## src/rtl/voice_phase_scanner_pkg.sv

```systemverilog
// Shared synth package: default voice-bank geometry used in common by the
// MIDI decoder, the phase scanner and the oscillator, plus the phase
// scanner state encoding.
package voice_phase_scanner_pkg;

  // Default geometry of the voice bank.
  localparam int unsigned DefaultNumVoices  = 8;
  localparam int unsigned DefaultPhaseWidth = 24;

  // Phase scanner FSM state encoding.
  typedef logic [1:0] scan_state_t;

  localparam scan_state_t StIdle = 2'd0;
  localparam scan_state_t StRd   = 2'd1;
  localparam scan_state_t StLat  = 2'd2;
  localparam scan_state_t StWr   = 2'd3;

endpackage

```

## src/rtl/voice_phase_scanner.sv

```systemverilog
// Voice phase scanner: on each sample tick, sweeps every voice once. For each
// voice it reads the phase and the increment from two block RAMs, registers
// their wrapped sum, and presents it (tagged with the voice index) on a
// valid/ready stream. The phase RAM write-back happens in the same cycle the
// stream beat is accepted.
//
// Ports:
//   clk, rst          single clock, synchronous active-high reset
//   sample_tick       one-cycle pulse that starts a sweep
//   ph_addr/din/we    phase RAM port owned by the scanner
//   ph_dout           phase RAM read data (one cycle after the address)
//   inc_addr/dout     increment RAM read port (address always equals ph_addr)
//   out_valid/ready   stream handshake towards the oscillator stage
//   out_voice/phase   voice index and updated phase of the presented beat
//   busy              sweep in progress
//   sweep_done        one-cycle pulse after the last voice is accepted
//   overrun           sticky: a tick arrived while a sweep was still running
module voice_phase_scanner
  import voice_phase_scanner_pkg::*;
#(
  parameter int unsigned NUM_VOICES  = DefaultNumVoices,
  parameter int unsigned VOICE_BITS  = $clog2(NUM_VOICES),
  parameter int unsigned PHASE_WIDTH = DefaultPhaseWidth
) (
  input  logic                   clk,
  input  logic                   rst,
  input  logic                   sample_tick,
  output logic [VOICE_BITS-1:0]  ph_addr,
  output logic [PHASE_WIDTH-1:0] ph_din,
  output logic                   ph_we,
  input  logic [PHASE_WIDTH-1:0] ph_dout,
  output logic [VOICE_BITS-1:0]  inc_addr,
  input  logic [PHASE_WIDTH-1:0] inc_dout,
  output logic                   out_valid,
  input  logic                   out_ready,
  output logic [VOICE_BITS-1:0]  out_voice,
  output logic [PHASE_WIDTH-1:0] out_phase,
  output logic                   busy,
  output logic                   sweep_done,
  output logic                   overrun
);

  localparam logic [VOICE_BITS-1:0] LastVoice = VOICE_BITS'(NUM_VOICES - 1);

  scan_state_t            state_q, state_d;
  logic [VOICE_BITS-1:0]  voice_q, voice_d;
  logic [VOICE_BITS-1:0]  out_voice_q, out_voice_d;
  logic [PHASE_WIDTH-1:0] out_phase_q, out_phase_d;
  logic                   done_q, done_d;
  logic                   overrun_q, overrun_d;
  logic [PHASE_WIDTH-1:0] phase_sum;

  // Carry out of the top bit is discarded: phase wraps modulo 2^PHASE_WIDTH.
  assign phase_sum = ph_dout + inc_dout;

  always_comb begin
    state_d     = state_q;
    voice_d     = voice_q;
    out_voice_d = out_voice_q;
    out_phase_d = out_phase_q;
    done_d      = 1'b0;
    // A tick in the sweep_done cycle still belongs to the finished sweep.
    overrun_d   = overrun_q | (sample_tick & ((state_q != StIdle) | done_q));

    case (state_q)
      StIdle: begin
        if (sample_tick && !done_q) begin
          state_d = StRd;
          voice_d = '0;
        end
      end
      StRd: begin
        state_d = StLat;
      end
      StLat: begin
        out_phase_d = phase_sum;
        out_voice_d = voice_q;
        state_d     = StWr;
      end
      StWr: begin
        if (out_ready) begin
          if (voice_q == LastVoice) begin
            done_d  = 1'b1;
            voice_d = '0;
            state_d = StIdle;
          end else begin
            voice_d = voice_q + 1'b1;
            state_d = StRd;
          end
        end
      end
      default: begin
        state_d = StIdle;
        voice_d = '0;
      end
    endcase
  end

  always_ff @(posedge clk) begin
    if (rst) begin
      state_q     <= StIdle;
      voice_q     <= '0;
      out_voice_q <= '0;
      out_phase_q <= '0;
      done_q      <= 1'b0;
      overrun_q   <= 1'b0;
    end else begin
      state_q     <= state_d;
      voice_q     <= voice_d;
      out_voice_q <= out_voice_d;
      out_phase_q <= out_phase_d;
      done_q      <= done_d;
      overrun_q   <= overrun_d;
    end
  end

  // The address tracks the voice counter in every state, so it is held
  // through LAT and any WR stall.
  assign ph_addr    = voice_q;
  assign inc_addr   = voice_q;
  assign ph_din     = out_phase_q;
  // Gated by rst so a reset cycle never commits a write or a stream beat.
  assign out_valid  = (state_q == StWr) && !rst;
  assign ph_we      = out_valid && out_ready;
  assign out_voice  = out_voice_q;
  assign out_phase  = out_phase_q;
  assign busy       = (state_q != StIdle);
  assign sweep_done = done_q;
  assign overrun    = overrun_q;

endmodule

```

## config.mk

```make
export PLATFORM = sky130hd
export DESIGN_NAME = voice_phase_scanner
export DESIGN_NICKNAME = d
export VERILOG_FILES = /design/src/rtl/voice_phase_scanner_pkg.sv /design/src/rtl/voice_phase_scanner.sv
export SDC_FILE = /design/constraint.sdc
export NUM_CORES = 1
export LEC_CHECK = 0
export ABC_AREA = 1
export CORE_ASPECT_RATIO = 0.75
export CORE_MARGIN = 4
export CORE_UTILIZATION = 50
export CTS_CLUSTER_DIAMETER = 120
export DETAILED_ROUTE_END_ITERATION = 6
export GPL_TIMING_DRIVEN = 0
export PLACE_DENSITY = 0.83
export SYNTH_ARGS = -nofsm -noshare
export SYNTH_HDL_FRONTEND = slang
export SYNTH_SLANG_ARGS = --single-unit
```

## constraint.sdc

```tcl
create_clock -name clk -period 4.1 [get_ports clk]
set_input_delay 0.82 -clock clk [delete_from_list [all_inputs] [get_ports clk]]
set_output_delay 0.82 -clock clk [all_outputs]
set_load 0.005 [all_outputs]
```

==> flow_summary.ini, run 1 <==
[run_status]
outcome = finished clean

[global_routing]
antenna_found_initial = 0
grt_start_max_net_pins = 11
grt_pass1_vias = 3484
grtUsageTotal_pct = 24.4
grt_pass1_wl_um = 15600
grt.overflow.total = 0

[timing]
fin_worst_skew_ns = 0.00647
rsz0062_at_grt = false
slew_viol_final = 0
max_freq_mhz = 354
relSlewSlack_pct = 68.1
tightestPinTransition_ns = 0.478
finalCriticalPeriod_ns = 2.83
setup_tns_ns = 0
setup_viol = 0
hold_violations = 0
finalCritPeriodShare_pct = 69.0

[detailed_routing]
drc = 0
wl_um = 9600
highest_layer = met4
wl_met1_um = 4380
dr_wl_met3_um = 830
postRouteAntennaNets = 0
vias = 3689
firstDrtPassIters = 5
drt_iter0_drc = 173
routed-wl-met2_um = 4340
detail_route.vias_per_cell = 4.78
avgRoutedWirePerCell_um = 12.4

[cells_and_area]
fin_area_sq_um = 4600
fin_cells = 771
drive_above_1_share_pct = 6.67
nets = 771
num_antenna_cells = 0
fill_cells = 556
flow.area_growth_from_synthesis_pct = 40.0
mostFrequentLayoutCell = nand2_1
finish.utilization_pct = 72.4
final_cell_mix = 170 x nand2_1, 112 x inv_1, 112 x clkdlybuf4s50_1

[power]
power_per_cell_area_nw_per_um2 = 432
leakagePower_nw = 2.52
ir_drop_uv = 341
finalPower_mw = 1.99

[synth]
synthArstFlopShare_pct = 0
synth_area_leader_cell = dfxtp_1
syn_nets = 652
synth_seq_area_share_pct = 20.7
synth_cell_type_count = 27
netlist_top_cells_area = dfxtp_1 21%, nand2_1 19%, inv_1 13%, ha_1 11%, nor2_1 9.5%
synth-main-ff-cell = dfxtp_1
synth_top_area_share_pct = 20.7
avgSynthCellArea_sq_um = 5.76
synth_cells = 570
ys_ff_latch = 34
synth_edf_count = 0
netlist_area_sq_um = 3290
synth.yosys.warnings = 0

[critical_path]
cp-startpoint = out_ready
crit_arrival_ns = 2.01
reg2reg_slack_ns = 2.34
critPathCaptureType = primary output
cp-start-kind = primary input
critical_path_class = in -> out
critPathMaxFanout = 2
required_ns = 3.28
timing.rr.start = state_q[0]
crit_end = ph_we
r2r-end = inc_addr[0]
ff2ff_path_depth = 6

[cts]
cts_buffers = 5
clockBufferDepth = 2
postCtsSetupBuffers = 0
htree_levels = 2
cts_tree = built
cts_root_buffer = clkbuf_8
clock_latency_ns = 0.29
post_cts_resized = 0
clkTransAtPathRegs_ns = 0.06
cts.sinks = 34
hold_buffers = 0

[floorplanning]
die_w_um = 102
die_area_sq_um = 7950
top_level_ports = 114
die_h_um = 78.2
fp.coreArea_sq_um = 6350
num_rows = 25
start_util_pct = 51.7

[place]
place_congestion = 0.909
io_buffers = 112
postPlaceCellArea_sq_um = 4510
place_inst = 763
dp_hpwl_um = 8130

[min_path]
hold_class = reg -> reg
min_from = overrun
whs_path_depth = 2

[job]
maxCapViolCount = 0
stage by stage:
step           hold slack [ns]  worst slack [ns]
2_1_floorplan            0.447              1.89
3_3_place_gp             0.438              1.26
3_5_place_dp             0.460              1.25
4_1_cts                  0.470              1.27
5_1_grt                  0.499              1.19
6_report                 0.469              1.27
layout make-up:
| type | instances | area [sq um] | area share [%] |
|---|---|---|---|
| inverters | 112 | 420 | 9.14 |
| multi-input cells | 388 | 1940 | 42.2 |
| clock buffers | 7 | 86.3 | 1.88 |
| plain buffers | 36 | 244 | 5.30 |
| clock inverters | 1 | 5.00 | 0.109 |
| flip-flops and latches | 34 | 681 | 14.8 |
| repair buffers | 112 | 1120 | 24.4 |
| well taps | 81 | 101 | 2.20 |
critical path, stage by stage:
cell	delay, ns
clkdlybuf4s50_1	0.47
inv_1	0.05
nor3_1	0.13
clkdlybuf4s50_1	0.53
synthesized netlist by cell type (2+ instances only):
cell type	n
nor2_1	83
nand2_1	170
nand3_2	3
a21o_1	2
clkbuf_1	4
nand4_1	5
ha_1	29
buf_4	28
xnor2_1	2
o21ai_0	22
nand3_1	29
a21oi_1	19
nor3_1	4
inv_1	112
nor2_2	3
xor2_1	8
nand3b_1	2
dfxtp_1	34
buf_2	3
state kept, by name, indices dropped and copies added, names as in the netlist:
name	cells
out_phase	24
overrun	1
sweep_done	1
state_q	2
out_voice	3
inc_addr	3
layer usage:
| metal | GRT usage, % | vias up |
|---|---|---|
| li1 | - | 1937 |
| met1 | 32.6 | 1609 |
| met2 | 41.3 | 135 |
| met3 | 4.97 | 8 |
| met4 | 3.32 | 0 |
| met5 | 0 | - |
logic make-up after synthesis:
kind of cell,count (synthesis),share of synthesized area (%)
AO/OA/AOI/OAI,46,7.35
XOR/XNOR,10,2.67
adder cells (fa/ha/maj),30,11.7
buffers and inverters,148,20.2
flip-flops,34,20.7
AND/OR/NAND/NOR,302,37.4
report_power, final:
| group | internal, mW | leakage, nW | switching (mW) |
|---|---|---|---|
| clock | 0.135 | 0.0482 | 0.123 |
| combinational | 0.679 | 2.19 | 0.503 |
| sequential | 0.449 | 0.279 | 0.0976 |
how the worst min path moves through the flow:
stage	endpoint
2_1_floorplan	overrun
3_3_place_gp	overrun
3_5_place_dp	overrun
4_1_cts	overrun
5_1_grt	overrun
6_report	overrun
No activity file was read; power rests on OpenSTA's default activity.
==> run 2, diff against run 1 <==
- CORE_UTILIZATION: 50 -> 46
- PLACE_DENSITY: 0.83 -> 0.77
- clock period: 4.1 -> 2.71 ns (I/O delays scaled with it)
==> run 2 against run 1 <==
  * Sequential cell count unchanged
  * Clock power increased by 50%
  * First-iteration DRC count down 32%
  * Sequential share of layout area fell by 0.068 points
  * Critical path depth stayed put
  * Largest cell class unchanged
  * Register-to-register slack got worse by 1.4 ns
  * Routed wire length grew 1.5%
  * Combinational power up 51%
  * Largest power group unchanged
==> flow_summary.ini, run 2 (same netlist as run 1, synthesis figures left out) <==
[place]
io_buffers = 112
dp_hpwl_um = 8300
place_congestion = 0.917
place_inst = 780

[detailed_routing]
vias = 3681
routed-wl-met2_um = 4310
drc = 0
avgRoutedWirePerCell_um = 12.4
firstDrtPassIters = 5
dr_wl_met3_um = 644
detail_route.vias_per_cell = 4.67
highest_layer = met4
postRouteAntennaNets = 0
wl_met1_um = 4720
drt_iter0_drc = 117
wl_um = 9740

[critical_path]
critPathCaptureType = primary output
timing.rr.start = state_q[0]
critical_path_class = in -> out
critPathMaxFanout = 10
cp-startpoint = rst
required_ns = 2.17
cp-start-kind = primary input
crit_arrival_ns = 1.78

[global_routing]
grtUsageTotal_pct = 22.9
grt_pass1_wl_um = 16000
grt.overflow.total = 0
grt_start_max_net_pins = 11
grt_pass1_vias = 3386
antenna_found_initial = 0

[floorplanning]
die_w_um = 106
start_util_pct = 47.9
top_level_ports = 114
die_h_um = 81.2
die_area_sq_um = 8570
fp.coreArea_sq_um = 6860
num_rows = 26

[cells_and_area]
nets = 771
mostFrequentLayoutCell = nand2_1
final_cell_mix = 170 x nand2_1, 112 x inv_1, 112 x clkdlybuf4s50_1
num_antenna_cells = 0
fin_cells = 788
largest_reg_flops = 24
flow.area_growth_from_synthesis_pct = 40.6
drive_above_1_share_pct = 6.67

[timing]
max_freq_mhz = 431
slew_viol_final = 0
fin_worst_skew_ns = 0.00450
tightestPinTransition_ns = 0.517
hold_violations = 0
rsz0062_at_grt = false
setup_viol = 0
relSlewSlack_pct = 65.5
setup_tns_ns = 0
finalCriticalPeriod_ns = 2.32
finalCritPeriodShare_pct = 85.6

[cts]
post_cts_resized = 0
cts_tree = built
cts_root_buffer = clkbuf_8
hold_buffers = 0
clock_latency_ns = 0.28
cts.sinks = 34
cts_buffers = 5
clockBufferDepth = 2
htree_levels = 2
clkTransAtPathRegs_ns = 0.07
postCtsSetupBuffers = 0

[power]
power_frac_clock_pct = 12.9
power_per_cell_area_nw_per_um2 = 649
switching_share_pct = 36.2
intPower_mw = 1.91
finalPower_mw = 3.00
p_switching_mw = 1.09
leakagePower_nw = 2.52
ir_drop_uv = 505
combPwrFrac_pct = 59.5
p_seq_share_pct = 27.6

[run_status]
outcome = finished clean

[min_path]
min_from = overrun
hold_class = reg -> reg

[job]
maxCapViolCount = 0
[run 2: cell counts in the layout (fill, tap and decap cells not counted)]
Identical to the previous run, type by type.
[run 2: layer usage]
| metal | up-vias | GRT usage, % |
|---|---|---|
| li1 | 1936 | - |
| met1 | 1619 | 31.3 |
| met2 | 119 | 38.3 |
| met3 | 7 | 5.00 |
| met4 | 0 | 3.23 |
| met5 | - | 0 |
[run 2: final cells by class]
| class | count | area [sq um] |
|---|---|---|
| Sequential cell | 34 | 681 |
| Fill cell | 702 | 2240 |
| Clock inverter | 1 | 5.00 |
| Multi-Input combinational cell | 388 | 1940 |
| Inverter | 112 | 420 |
| Tap cell | 98 | 123 |
| Timing Repair Buffer | 112 | 1120 |
| Clock buffer | 7 | 86.3 |
| Buffer | 36 | 244 |
[run 2: critical path, cell delays in order]
cell	delay (ns)
buf_2	0.21
buf_1	0.44
nor3_1	0.12
clkdlybuf4s50_1	0.47
[run 2: power groups by stage]
stage / sequential (mW) / clock (mW) / combinational [mW]
6_report: 0.829 / 0.386 / 1.78
5_1_grt: 0.856 / 0.420 / 1.98
4_1_cts: 0.830 / 0.393 / 1.80
3_5_place_dp: 0.838 / 0 / 1.79
3_3_place_gp: 0.828 / 0 / 1.75
2_1_floorplan: 0.822 / 0 / 0.885
[run 2: final timing paths]
kind	to	slack [ns]	cells after the start
min reg2reg	overrun	0.50	2
max reg2reg	inc_addr[0]	0.93	6
min	overrun	0.50	2
max	ph_we	0.39	4
[run 2: per-stage QoR]
stage               area [sq um]  setup WS, ns  util [%]  hold slack (ns)
CTS                         4620         0.408      67.3            0.493
detailed placement          4530         0.117      66.0            0.483
global route                4620         0.212      67.3            0.544
finish                      4620         0.390      67.3            0.496
global placement            4530         0.137      66.0            0.439
floorplan                   3290         0.775         -            0.447
==> run 3, diff against run 2 <==
--- a/config.mk
+++ b/config.mk
@@ -17,2 +17,3 @@
 export SYNTH_HDL_FRONTEND = slang
 export SYNTH_SLANG_ARGS = --single-unit
+export TNS_END_PERCENT = 20
==> constraint.sdc (replaced) <==
create_clock -name clk -period 2.71 [get_ports clk]
set_input_delay 0.813 -clock clk [delete_from_list [all_inputs] [get_ports clk]]
set_output_delay 0.813 -clock clk [all_outputs]
set_load 0.005 [all_outputs]
==> run 3 against run 2 <==
  * Utilization about the same
  * Final cell count unchanged
  * First-iteration DRC count decreased by 1.7%
  * Global-route usage unchanged
  * Register-to-register slack about the same
==> flow_summary.ini, run 3 (same netlist as run 1, synthesis figures left out) <==
[critical_path]
cp_cell_sequence = clkdlybuf4s50_1, inv_1, nor3_1, dlygate4sd2_1
cp-start-kind = primary input
r2r-end = inc_addr[0]
cpPeakStageDelay_ns = 0.49
reg2reg_slack_ns = 0.93
crit_arrival_ns = 1.74
critPathCaptureType = primary output
slowest_stage = clkdlybuf4s50_1
timing.rr.start = state_q[0]
critical_path_class = in -> out
critPathMaxFanout = 2
required_ns = 1.90
ff2ff_path_depth = 6

[cells_and_area]
num_antenna_cells = 0
flow.area_growth_from_synthesis_pct = 40.7
nets = 771
largest_reg_flops = 24
mostFrequentLayoutCell = nand2_1
final_cell_mix = 170 x nand2_1, 112 x inv_1, 111 x clkdlybuf4s50_1
fill_cells = 701
drive_above_1_share_pct = 6.96
fin_area_sq_um = 4620
regArea_sq_um = 681
multiInputGateArea_sq_um = 1940

[place]
place_congestion = 0.917
postPlaceCellArea_sq_um = 4530
io_buffers = 112
dp_hpwl_um = 8300

[global_routing]
grtUsageTotal_pct = 22.9
grt_pass1_wl_um = 16000
grt_start_max_net_pins = 11
grt.overflow.total = 0
antenna_found_initial = 0
grt_pass1_vias = 3386

[timing]
rsz0062_at_grt = false
max_freq_mhz = 392
slew_viol_final = 0
finalCriticalPeriod_ns = 2.55
hold_violations = 0
relSlewSlack_pct = 69.1
tightestPinTransition_ns = 0.458
finalCritPeriodShare_pct = 94.1
setup_viol = 0
fin_worst_skew_ns = 0.00448

[floorplanning]
die_area_sq_um = 8570
die_w_um = 106
start_util_pct = 47.9
die_h_um = 81.2
fp.coreArea_sq_um = 6860
num_rows = 26
top_level_ports = 114

[detailed_routing]
detail_route.vias_per_cell = 4.67
firstDrtPassIters = 4
wl_um = 9720
drc = 0
drt_iter0_drc = 115
postRouteAntennaNets = 0
avgRoutedWirePerCell_um = 12.3
vias = 3682

[cts]
cts_tree = built
clock_latency_ns = 0.28
clkTransAtPathRegs_ns = 0.07
clockBufferDepth = 2
postCtsSetupBuffers = 0
cts.sinks = 34
cts_root_buffer = clkbuf_8
htree_levels = 2
cts_buffers = 5

[job]
maxCapViolCount = 0

[power]
leakagePower_nw = 2.52
power_frac_clock_pct = 12.9
p_seq_share_pct = 27.6
intPower_mw = 1.91
power_per_cell_area_nw_per_um2 = 649
p_switching_mw = 1.09
switching_share_pct = 36.2
ir_drop_uv = 505
combPwrFrac_pct = 59.5
finalPower_mw = 3.00

[run_status]
outcome = finished clean

[min_path]
min_from = overrun
whs_path_depth = 2
hold_class = reg -> reg
min_to = overrun
-- run 3: cell types whose count changed in the layout (fill, tap and decap cells not counted), sizes merged --
cell and delta:
buf -1, clkbuf +1, clkdlybuf4s50 -1, dlygate4sd2 +1
-- run 3: worst max-delay path by stage --
stage | start | to | slack [ns] | cells past startpoint
after floorplan | ph_dout[0] | out_phase[12] | 0.50 | 12
after global placement | ph_dout[0] | out_phase[20] | -0.13 | 12
after detailed placement | ph_dout[0] | out_phase[20] | -0.15 | 12
after CTS | rst | ph_we | 0.07 | 4
after global routing | ph_dout[0] | out_phase[14] | 0.01 | 13
final | out_ready | ph_we | 0.16 | 4
-- run 3: critical path, delay by kind of cell --
kind,cells,cell delay [ns]
buf+inv,3,0.81
simple gates,1,0.11
-- run 3: stage by stage --
step	hold slack, ns	setup slack (ns)	std cells	utilization (%)	setup TNS [ns]
floorplan	0.447	0.504	570	-	0
global placement	0.439	-0.134	780	66.0	-0.857
detailed placement	0.483	-0.154	780	66.0	-1.02
CTS	0.493	0.0719	788	67.3	0
global route	0.544	0.0141	788	67.4	0
finish	0.496	0.161	788	67.4	0
-- run 3: power groups by stage --
stage               clock network (mW)  registers, mW  logic, mW
finish                           0.386          0.828       1.79
detailed placement                   0          0.838       1.79
global route                     0.420          0.856       1.99
CTS                              0.393          0.830       1.80
global placement                     0          0.828       1.75
floorplan                            0          0.822      0.885
-- run 3: what timing repair did --
item,CTS,global route
endpoints found under the setup margin,1,4
pin swaps,0,0
hold buffers,0,0
resized for setup,1,2
hold endpoints to repair,0,0
-- run 3: final cells by class --
| cell class | count | area share [%] |
|---|---|---|
| clock inverter | 1 | 0.108 |
| buffer | 36 | 5.30 |
| sequential | 34 | 14.7 |
| multi-input combinational | 388 | 42.0 |
| clock buffer | 7 | 1.87 |
| tap | 98 | 2.65 |
| timing repair buffer | 112 | 24.2 |
| inverter | 112 | 9.09 |
-- run 3: layer usage --
layer | part of all wire (%) | vias up | GRT usage, %
li1 | - | 1939 | -
met1 | 48 | 1615 | 31.3
met2 | 44 | 121 | 38.3
met3 | 6.7 | 7 | 5.00
met4 | 0.56 | 0 | 3.23
met5 | 0 | - | 0
